==> src/rtl/cavlc_coeff_token_ctrl_pkg.sv <==
// Shared constants for the CAVLC coeff_token sequencer: table-select codes,
// token field widths and FSM state encodings.
package cavlc_coeff_token_ctrl_pkg;

  localparam int LEN_W  = 5;
  localparam int CODE_W = 16;

  localparam logic [2:0] TBL_VLC0 = 3'd0;
  localparam logic [2:0] TBL_VLC1 = 3'd1;
  localparam logic [2:0] TBL_VLC2 = 3'd2;
  localparam logic [2:0] TBL_FLC  = 3'd3;
  localparam logic [2:0] TBL_CDC  = 3'd4;

  localparam int FLC_LEN = 6;

  typedef enum logic [1:0] {
    ST_IDLE = 2'd0,
    ST_LOOK = 2'd1,
    ST_OUT  = 2'd2
  } state_e;

endpackage

==> src/rtl/cavlc_coeff_token_ctrl_nc_calc.sv <==
// Combinational nC derivation from neighbour counts and mapping of nC onto
// the coeff_token table select; shared with the decoder-side model.
module cavlc_coeff_token_ctrl_nc_calc
  import cavlc_coeff_token_ctrl_pkg::*;
(
  input  logic       chroma_dc,
  input  logic       na_avail,
  input  logic       nb_avail,
  input  logic [4:0] na,
  input  logic [4:0] nb,
  output logic [2:0] tbl_sel
);

  logic [5:0] nc_sum;
  logic [4:0] nc;

  // Rounded average needs the 6-bit sum so the +1 cannot wrap.
  assign nc_sum = {1'b0, na} + {1'b0, nb} + 6'd1;

  always_comb begin
    nc = 5'd0;
    if (na_avail && nb_avail) nc = nc_sum[5:1];
    else if (na_avail)        nc = na;
    else if (nb_avail)        nc = nb;
  end

  always_comb begin
    tbl_sel = TBL_FLC;
    if (chroma_dc)         tbl_sel = TBL_CDC;
    else if (nc < 5'd2)    tbl_sel = TBL_VLC0;
    else if (nc < 5'd4)    tbl_sel = TBL_VLC1;
    else if (nc < 5'd8)    tbl_sel = TBL_VLC2;
  end

endmodule

==> src/rtl/cavlc_coeff_token_ctrl.sv <==
// coeff_token sequencer: accepts one request per 4x4 block, drives the external
// ROMs (or builds the FLC code), and hands {len, code} to the packer.
module cavlc_coeff_token_ctrl #(
  parameter int LEN_W  = cavlc_coeff_token_ctrl_pkg::LEN_W,
  parameter int CODE_W = cavlc_coeff_token_ctrl_pkg::CODE_W,
  parameter int CNT_W  = 16
) (
  input  logic              clk,
  input  logic              rst_n,
  input  logic              mb_start,
  input  logic              req_valid,
  output logic              req_ready,
  input  logic [4:0]        req_total_coeff,
  input  logic [1:0]        req_t1,
  input  logic              req_chroma_dc,
  input  logic              req_na_avail,
  input  logic              req_nb_avail,
  input  logic [4:0]        req_na,
  input  logic [4:0]        req_nb,
  output logic [2:0]        tbl_sel,
  output logic [6:0]        tbl_addr,
  input  logic [LEN_W-1:0]  tbl_len,
  input  logic [CODE_W-1:0] tbl_code,
  output logic              out_valid,
  input  logic              out_ready,
  output logic [LEN_W-1:0]  out_len,
  output logic [CODE_W-1:0] out_code,
  output logic              err,
  output logic [CNT_W-1:0]  bits_total
);
  import cavlc_coeff_token_ctrl_pkg::*;

  state_e              state_q, state_d;
  logic [2:0]          tbl_sel_q, tbl_sel_d;
  logic [6:0]          tbl_addr_q, tbl_addr_d;
  logic [LEN_W-1:0]    out_len_q, out_len_d;
  logic [CODE_W-1:0]   out_code_q, out_code_d;
  logic                err_q, err_d;
  logic [CNT_W-1:0]    bits_q, bits_d;

  logic [2:0]          sel_calc;
  logic                illegal;
  logic                out_hs;
  logic [4:0]          tc_m1;
  logic [5:0]          flc_code;
  logic [CNT_W:0]      bits_sum;

  cavlc_coeff_token_ctrl_nc_calc u_nc_calc (
    .chroma_dc (req_chroma_dc),
    .na_avail  (req_na_avail),
    .nb_avail  (req_nb_avail),
    .na        (req_na),
    .nb        (req_nb),
    .tbl_sel   (sel_calc)
  );

  assign illegal = ({3'b000, req_t1} > req_total_coeff) ||
                   (req_total_coeff > 5'd16) ||
                   (req_chroma_dc && (req_total_coeff > 5'd4));

  // FLC fields come back out of the held address: total_coeff in [6:2], t1 in [1:0].
  assign tc_m1    = tbl_addr_q[6:2] - 5'd1;
  assign flc_code = (tbl_addr_q[6:2] == 5'd0) ? 6'b000011 : {tc_m1[3:0], tbl_addr_q[1:0]};

  assign out_hs   = (state_q == ST_OUT) && out_ready;
  assign bits_sum = {1'b0, bits_q} + (CNT_W + 1)'(out_len_q);

  always_comb begin
    state_d    = state_q;
    tbl_sel_d  = tbl_sel_q;
    tbl_addr_d = tbl_addr_q;
    out_len_d  = out_len_q;
    out_code_d = out_code_q;
    err_d      = 1'b0;
    unique case (state_q)
      ST_IDLE: begin
        if (req_valid) begin
          if (illegal) begin
            err_d = 1'b1;
          end else begin
            state_d    = ST_LOOK;
            tbl_sel_d  = sel_calc;
            tbl_addr_d = {req_total_coeff, req_t1};
          end
        end
      end
      ST_LOOK: begin
        state_d = ST_OUT;
        if (tbl_sel_q == TBL_FLC) begin
          out_len_d  = LEN_W'(FLC_LEN);
          out_code_d = {{(CODE_W-6){1'b0}}, flc_code};
        end else begin
          out_len_d  = tbl_len;
          out_code_d = tbl_code;
        end
      end
      ST_OUT: begin
        if (out_ready) state_d = ST_IDLE;
      end
      default: state_d = ST_IDLE;
    endcase
  end

  // A new MB discards the old count but still books a token leaving this cycle.
  always_comb begin
    bits_d = bits_q;
    if (mb_start)    bits_d = out_hs ? CNT_W'(out_len_q) : '0;
    else if (out_hs) bits_d = bits_sum[CNT_W] ? '1 : bits_sum[CNT_W-1:0];
  end

  always_ff @(posedge clk) begin
    if (!rst_n) begin
      state_q    <= ST_IDLE;
      tbl_sel_q  <= '0;
      tbl_addr_q <= '0;
      out_len_q  <= '0;
      out_code_q <= '0;
      err_q      <= 1'b0;
      bits_q     <= '0;
    end else begin
      state_q    <= state_d;
      tbl_sel_q  <= tbl_sel_d;
      tbl_addr_q <= tbl_addr_d;
      out_len_q  <= out_len_d;
      out_code_q <= out_code_d;
      err_q      <= err_d;
      bits_q     <= bits_d;
    end
  end

  assign req_ready  = (state_q == ST_IDLE);
  assign out_valid  = (state_q == ST_OUT);
  assign tbl_sel    = tbl_sel_q;
  assign tbl_addr   = tbl_addr_q;
  assign out_len    = out_len_q;
  assign out_code   = out_code_q;
  assign err        = err_q;
  assign bits_total = bits_q;

endmodule

==> config.mk <==
export PLATFORM = sky130hd
export DESIGN_NAME = cavlc_coeff_token_ctrl
export DESIGN_NICKNAME = d
export VERILOG_FILES = /design/src/rtl/cavlc_coeff_token_ctrl_pkg.sv /design/src/rtl/cavlc_coeff_token_ctrl_nc_calc.sv /design/src/rtl/cavlc_coeff_token_ctrl.sv
export SDC_FILE = /design/constraint.sdc
export NUM_CORES = 1
export LEC_CHECK = 0
export CORE_ASPECT_RATIO = 0.9
export CORE_MARGIN = 2
export CORE_UTILIZATION = 40
export DETAILED_ROUTE_END_ITERATION = 7
export PLACE_DENSITY = 0.72
export SKIP_LAST_GASP = 1
export SLEW_MARGIN = 40
export SYNTH_ARGS = -nofsm -noshare
export SYNTH_HDL_FRONTEND = slang
export SYNTH_SLANG_ARGS = --single-unit
==> constraint.sdc <==
create_clock -name clk -period 3.7 [get_ports clk]
set_clock_uncertainty 0.15 [all_clocks]
set_input_delay 0.555 -clock clk [delete_from_list [all_inputs] [get_ports clk]]
set_output_delay 0.555 -clock clk [all_outputs]
set_load 0.005 [all_outputs]
# [After elaboration in Yosys (flattened, before gate mapping)]
# Index checks and enable logic that the tools add are counted.
[word_totals] input_bits=46 word_cells=54 register_bits=50 output_inout_bits=50
[op_classes] add_sub_neg=4 mux=19 n_eq_ne=6 reduce_logical=11 bitwise_logic=1 n_lt_le_gt_ge=6
[op_table] cell="2-to-1 mux 16 bit" n=4
[op_table] cell="2-to-1 mux 5 bit" n=5
[op_table] cell="adder 16 x 5 -> 17 bit" n=1
[op_table] cell="2-to-1 mux 3 bit" n=3
[op_table] cell="AND reduction 3 bit" n=3
[op_table] cell="adder 5 x 5 -> 6 bit" n=1
[op_table] cell="adder 6 x 1 -> 6 bit, second input constant" n=1
[op_table] cell="2-to-1 mux 2 bit" n=3
[op_table] cell="2-to-1 mux 6 bit" n=1
[op_table] cell="one-hot mux 2 bit (3 select lines)" n=1
[op_table] cell="greater-than comparator 2 x 5 -> 1 bit" n=1
[op_table] cell="greater-than comparator 5 x 3 -> 1 bit, second input constant" n=1
[op_table] cell="greater-than comparator 5 bit, second input constant" n=1
[op_table] cell="logical NOT 5 bit" n=1
[op_table] cell="less-than comparator 5 x 2 -> 1 bit, second input constant" n=1
[op_table] cell="less-than comparator 5 x 3 -> 1 bit, second input constant" n=1
[op_table] cell="less-than comparator 5 x 4 -> 1 bit, second input constant" n=1
[op_table] cell="!= test 2 bit, second input constant" n=2
[op_table] cell="subtractor 4 x 1 -> 4 bit, second input constant" n=1
[op_table] cell="equality test 3 x 2 -> 1 bit, second input constant" n=1
[op_table] cell="logical AND 1 bit" n=3
[op_table] cell="equality test 2 x 1 -> 1 bit, second input constant" n=1
[op_table] cell="equality test 2 bit, second input constant" n=1
[op_table] cell="logical NOT 2 bit" n=1
[op_table] cell="5 further kinds" n=7

# [Logic depth before layout (Yosys ltp)]
[logic_depth] ltp_word=8 depth_mapped=9 ltp_nobuf=8

# [Hierarchy]
# A second synthesis with hierarchy kept.
[unflattened] hier_cells=334 area_unflattened_um2=2647.5
[by_module_without_submodules] mod="cavlc_coeff_token_ctrl" seq_area_each_um2=1001.0 area_per_inst_um2=2383.5 cells_per_inst=298 instances=1
[by_module_without_submodules] mod="cavlc_coeff_token_ctrl_nc_calc" seq_area_each_um2=0.0 area_per_inst_um2=264.0 cells_per_inst=36 instances=1

# [Worst setup path after synthesis]
# Ideal clock, no wire load.
[synth_path] path_type="input -> register" from="input req_t1[0]" to="register tbl_addr_q[3], in the netlist tbl_addr[3]" setup_time_ps=115 slack_ps=1441 n_path_buf=1 arrival_ps=1994 required_time_ps=3435 path_stages=9 cell_sequence="inv_1 > ha_1 > a2111oi_2 > o21ai_1 > and3_1 > and3_4 > buf_6 > mux2i_1 > and2_1"
[synth_between] elab_chain_cells=5
[synth_rtl] element="start: declaration" line="cavlc_coeff_token_ctrl.sv:14" source="input logic [1:0] req_t1,"
[synth_rtl] element="greater-than comparator 2 x 5 -> 1 bit" line="cavlc_coeff_token_ctrl.sv:57" source="assign illegal = ({3'b000, req_t1} > req_total_coeff) ||"
[synth_rtl] element="logical OR 1 bit" line="cavlc_coeff_token_ctrl.sv:57"
[synth_rtl] element="logical OR 1 bit" line="cavlc_coeff_token_ctrl.sv:58" source="(req_total_coeff > 5'd16) ||"
[synth_rtl] element="NOT 1 bit (no source line)"
[synth_rtl] element="AND reduction 3 bit (no source line)"
[synth_rtl] element="end signal: assignment" line="cavlc_coeff_token_ctrl.sv:123" source="tbl_addr_q <= tbl_addr_d;"
[synth_rtl] element="end: declaration" line="cavlc_coeff_token_ctrl.sv:35" source="logic [6:0] tbl_addr_q, tbl_addr_d;"
# No other way between the ends.
# A chain may end at the register's enable or synchronous reset.

# [Final worst setup path]
[layout_path] from="input req_total_coeff[1]" to="register tbl_addr_q[3], in the netlist tbl_addr[3]"
[layout_between] elab_chain_cells=5 elab_cells_between_ends=8 cone_classes="order compare: 3; bitwise: 1; reduce/logical: 4"
[layout_rtl] element="start: declaration" line="cavlc_coeff_token_ctrl.sv:13" source="input logic [4:0] req_total_coeff,"
[layout_rtl] element="greater-than comparator 2 x 5 -> 1 bit (tied with other cells)" line="cavlc_coeff_token_ctrl.sv:57"
[layout_rtl] element="logical OR 1 bit / logical AND 1 bit (equally long branches)" line="cavlc_coeff_token_ctrl.sv:57, cavlc_coeff_token_ctrl.sv:59"
[layout_rtl] element="logical OR 1 bit" line="cavlc_coeff_token_ctrl.sv:58"
[layout_rtl] element="NOT 1 bit (no source line)"
[layout_rtl] element="AND reduction 3 bit (no source line)"
# Parallel ways exist; a longest one is shown, timed or not.

==> impl_results.html <==
<table>
<tr><th>Metric</th><th>Value</th></tr>
<tr><th colspan="2">Final layout</th></tr>
<tr><td>Final Core Density</td><td>57.7%</td></tr>
<tr><td>Nets</td><td>458</td></tr>
<tr><td>Number of antenna cells inserted</td><td>0</td></tr>
<tr><td>Leading cell type in the layout, fill and taps excluded</td><td>sky130_fd_sc_hd__clkdlybuf4s50_1</td></tr>
<tr><td>Number of cells in the finished layout apart from fillers</td><td>490</td></tr>
<tr><td>Commonest non-fill, non-tap cells in the layout</td><td>sky130_fd_sc_hd__clkdlybuf4s50_1 (95), sky130_fd_sc_hd__dfxtp_1 (50), sky130_fd_sc_hd__nand2_1 (30)</td></tr>
<tr><td>Fillcell total</td><td>612</td></tr>
<tr><td>Layout overhead on the synthesized area</td><td>39.9%</td></tr>
<tr><td>Storage cell area</td><td>0.00100 mm^2</td></tr>
<tr><td>Final cell area excluding filler cells</td><td>0.00380 mm^2</td></tr>
<tr><td>Fraction of final layout cells sized beyond drive strength 1</td><td>5.25%</td></tr>
<tr><td>Multi-input combinational cell area</td><td>0.00160 mm^2</td></tr>
<tr><th colspan="2">STA</th></tr>
<tr><td>Slew @ Worst Pin</td><td>756 ps</td></tr>
<tr><td>Share of the cycle needed by the critical path after routing</td><td>66.7%</td></tr>
<tr><td>Endpoints failing hold</td><td>0</td></tr>
<tr><td>Accumulated negative setup slack</td><td>0 ps</td></tr>
<tr><td>Max Clock Freq</td><td>405 MHz</td></tr>
<tr><td>Final setup violating endpoints</td><td>0</td></tr>
<tr><td>Count of pins over their slew limit</td><td>0</td></tr>
<tr><td>Final setup slack of the worst path</td><td>1230 ps</td></tr>
<tr><td>Setup repair after global routing missed its margin</td><td>false</td></tr>
<tr><td>Final Critical Period</td><td>2470 ps</td></tr>
<tr><td>Max transition margin</td><td>49.6%</td></tr>
<tr><th colspan="2">Drt</th></tr>
<tr><td>Routed Wire Length</td><td>7180 um</td></tr>
<tr><td>Total number of vias</td><td>2606</td></tr>
<tr><td>DRC Markers</td><td>0</td></tr>
<tr><td>Detail Route Antenna Nets</td><td>0</td></tr>
<tr><td>DR WL/cell</td><td>14.7 um</td></tr>
<tr><td>Post-DR vias/cell</td><td>5.32</td></tr>
<tr><td>Pre-Repair DR Iteration Count</td><td>5</td></tr>
<tr><td>Number of design-rule violations left by the first detailed-router iteration</td><td>121</td></tr>
<tr><th colspan="2">Clocking</th></tr>
<tr><td>Quantity of gates resized following cts</td><td>0</td></tr>
<tr><td>Skew-Pair Late Insertion Delay</td><td>300 ps</td></tr>
<tr><td>Post-CTS Repair Setup Buffers</td><td>0</td></tr>
<tr><td>Clock tree from TritonCTS</td><td>built</td></tr>
<tr><td>Clock input transition at the sequential cells of the worst setup and hold paths</td><td>90 ps</td></tr>
<tr><td>Total CTS buffers</td><td>5</td></tr>
<tr><td>Number of sinks driven by the clock tree</td><td>50</td></tr>
<tr><td>CTS root buffer</td><td>sky130_fd_sc_hd__clkbuf_8</td></tr>
<tr><td>Number of H-tree levels</td><td>2</td></tr>
<tr><td>Worst-case clock buffer depth</td><td>2</td></tr>
<tr><td>Hold Buf Count CTS</td><td>0</td></tr>
<tr><th colspan="2">Floorplanning</th></tr>
<tr><td>Die H</td><td>82.2 um</td></tr>
<tr><td>Count of standard-cell rows</td><td>28</td></tr>
<tr><td>Starting density of the core</td><td>41.2%</td></tr>
<tr><td>Total I/O pin count</td><td>96</td></tr>
<tr><td>DIE AREA</td><td>0.00746 mm^2</td></tr>
<tr><td>Chip Width</td><td>90.8 um</td></tr>
<tr><td>Standard cell core area</td><td>0.00659 mm^2</td></tr>
<tr><th colspan="2">Global routing</th></tr>
<tr><td>Number of global-route vias before repair</td><td>2466</td></tr>
<tr><td>First-pass GRT wire length</td><td>11600 um</td></tr>
<tr><td>GRT Resource Usage Total</td><td>19.2%</td></tr>
<tr><td>Pin count of the biggest net entering global routing</td><td>38</td></tr>
<tr><td>Total congestion overflow after global routing</td><td>0</td></tr>
<tr><td>Number of antenna violations at the first check in global routing</td><td>0</td></tr>
<tr><th colspan="2">Synthesis</th></tr>
<tr><td>Synthesized area divided by synthesized cell count</td><td>8.70 um^2</td></tr>
<tr><td>Post-synth top flop</td><td>sky130_fd_sc_hd__dfxtp_1</td></tr>
<tr><td>Sequential share of the synthesized area</td><td>36.9%</td></tr>
<tr><td>Area of the mapped netlist</td><td>0.00272 mm^2</td></tr>
<tr><td>Number of enable-type register cells in the synthesized netlist</td><td>0</td></tr>
<tr><td>Async set-reset flop share out of synthesis</td><td>0%</td></tr>
<tr><td>Count of different cell masters after synthesis</td><td>52</td></tr>
<tr><td>Number of cells produced by synthesis</td><td>312</td></tr>
<tr><td>Number of synthesis warnings</td><td>0</td></tr>
<tr><td>Net count after synthesis</td><td>371</td></tr>
<tr><td>Synth Register Bits</td><td>50</td></tr>
<tr><th colspan="2">Outcome</th></tr>
<tr><td>Run status</td><td>complete, no violations</td></tr>
<tr><th colspan="2">Placement</th></tr>
<tr><td>Placed instance count</td><td>482</td></tr>
<tr><td>Instance area at placement</td><td>0.00371 mm^2</td></tr>
<tr><td>Gp weighted congestion</td><td>0.869</td></tr>
<tr><td>Count of buffers inserted at the top-level ports</td><td>95</td></tr>
<tr><td>Setup Slack @ Placement</td><td>920 ps</td></tr>
<tr><td>Post-detailed-placement half-perimeter wirelength</td><td>5410 um</td></tr>
<tr><th colspan="2">Setup path</th></tr>
<tr><td>Worst Path Max Fanout</td><td>11</td></tr>
<tr><td>Critical Path Slowest Stage Cell</td><td>sky130_fd_sc_hd__clkdlybuf4s50_1</td></tr>
<tr><td>Required time at the endpoint of the critical path</td><td>3760 ps</td></tr>
<tr><td>Critical Path End Type</td><td>register</td></tr>
<tr><td>List of cells traversed by the critical path</td><td>clkdlybuf4s50_1 &gt; inv_1 &gt; ha_1 &gt; a2111oi_2 &gt; o21ai_1 &gt; and3_1 &gt; and3_4 &gt; mux2i_1 &gt; and2_1</td></tr>
<tr><td>Startpoint type of the worst setup path</td><td>input port</td></tr>
<tr><td>Crit path DAT</td><td>2530 ps</td></tr>
<tr><td>CP Class</td><td>input port to register</td></tr>
<tr><td>Peak per-stage delay on the critical path</td><td>470 ps</td></tr>
<tr><td>Setup slack of the most critical reg-to-reg path</td><td>1400 ps</td></tr>
<tr><th colspan="2">Power</th></tr>
<tr><td>Max rail drop VDD</td><td>0.145 mV</td></tr>
<tr><td>Pleak</td><td>0.00146 uW</td></tr>
<tr><td>Power density over the cells</td><td>283 mW/mm^2</td></tr>
<tr><th colspan="2">Run</th></tr>
<tr><td>Max-cap violations</td><td>0</td></tr>
<tr><th colspan="2">Worst hold path</th></tr>
<tr><td>Hold Path Class</td><td>register to register</td></tr>
</table>
==> through the flow <==
stage | total power (uW) | hold WS [ps]
floorplan | 661 | 307
global placement | 756 | 297
global route | 1130 | 344
CTS | 1090 | 315
detailed placement | 760 | 305
finish | 1080 | 310
==> cell usage after synthesis (5+ instances only) <==
| cell type | instances | area, um^2 |
|---|---|---|
| sky130_fd_sc_hd__dfxtp_1 | 50 | 1000 |
| sky130_fd_sc_hd__nand2_1 | 30 | 113 |
| sky130_fd_sc_hd__nand3_1 | 24 | 120 |
| sky130_fd_sc_hd__a21boi_0 | 16 | 120 |
| sky130_fd_sc_hd__nor2b_1 | 15 | 93.8 |
| sky130_fd_sc_hd__o21ai_0 | 15 | 75.1 |
| sky130_fd_sc_hd__a21oi_1 | 12 | 60.1 |
| sky130_fd_sc_hd__ha_1 | 12 | 150 |
| sky130_fd_sc_hd__nor2_1 | 12 | 45.0 |
| sky130_fd_sc_hd__inv_1 | 10 | 37.5 |
| sky130_fd_sc_hd__mux2i_1 | 10 | 100 |
| sky130_fd_sc_hd__clkbuf_1 | 9 | 33.8 |
| sky130_fd_sc_hd__a21o_1 | 6 | 45.0 |
| sky130_fd_sc_hd__o211ai_1 | 6 | 45.0 |
| sky130_fd_sc_hd__and3_1 | 5 | 31.3 |
| sky130_fd_sc_hd__nor3_1 | 5 | 25.0 |
| sky130_fd_sc_hd__o21a_1 | 5 | 37.5 |
==> report_power, final <==
| group | leakage, uW | switching (uW) | internal (uW) |
|---|---|---|---|
| clock network | 0.0000482 | 177 | 151 |
| logic | 0.00100 | 75.4 | 109 |
| registers | 0.000405 | 12.5 | 552 |
| total | 0.00146 | 265 | 812 |
==> path summary, 6_finish.rpt <==
| check | from | to | cells past startpoint |
|---|---|---|---|
| setup reg to reg | out_len[0] | bits_total[1] | 7 |
| setup / recovery | req_total_coeff[1] | tbl_addr[3] | 9 |
| hold / removal | out_code[12] | out_code[12] | 2 |
| hold reg to reg | out_code[12] | out_code[12] | 2 |
==> worst max-delay path: cells and delay by family <==
family / cells / cell delay (ps)
AOI/OAI and AO/OA: 2 / 400
adders and majority gates: 1 / 320
buffers and inverters: 2 / 540
muxes: 1 / 120
and+or+nand+nor: 3 / 580
==> final cells by class <==
cell class              count  share of cell area (%)
flip-flops and latches     50                    26.4
clock buffers               7                    2.27
multi-input cells         236                    42.1
well taps                  90                    2.96
repair buffers             96                    25.2
clock inverters             1                   0.132
inverters                  10                   0.988
==> metal layers <==
| metal | track usage [%] | routed length, um | vias up |
|---|---|---|---|
| li1 | - | - | 1303 |
| met2 | 32.4 | 3240 | 87 |
| met5 | 0 | 0 | - |
| met1 | 24.3 | 3360 | 1203 |
| met4 | 7.27 | 163 | 0 |
| met3 | 4.45 | 413 | 13 |
==> flip-flops by register name, summed over array words and instances (netlist names) <==
register,count
out_code,16
bits_total,16
out_len,5
tbl_addr,7
tbl_sel,3
state_q,2
err,1
==> cells by family after synthesis <==
group,after synthesis,synth area share (%)
compound gates,87,22.3
xor+xnor,6,1.94
fa+ha+maj,13,6.27
buf+inv,26,4.84
flops,50,36.9
mux,10,3.69
simple gates,120,24.1
Power figures use the tool's default switching activity.
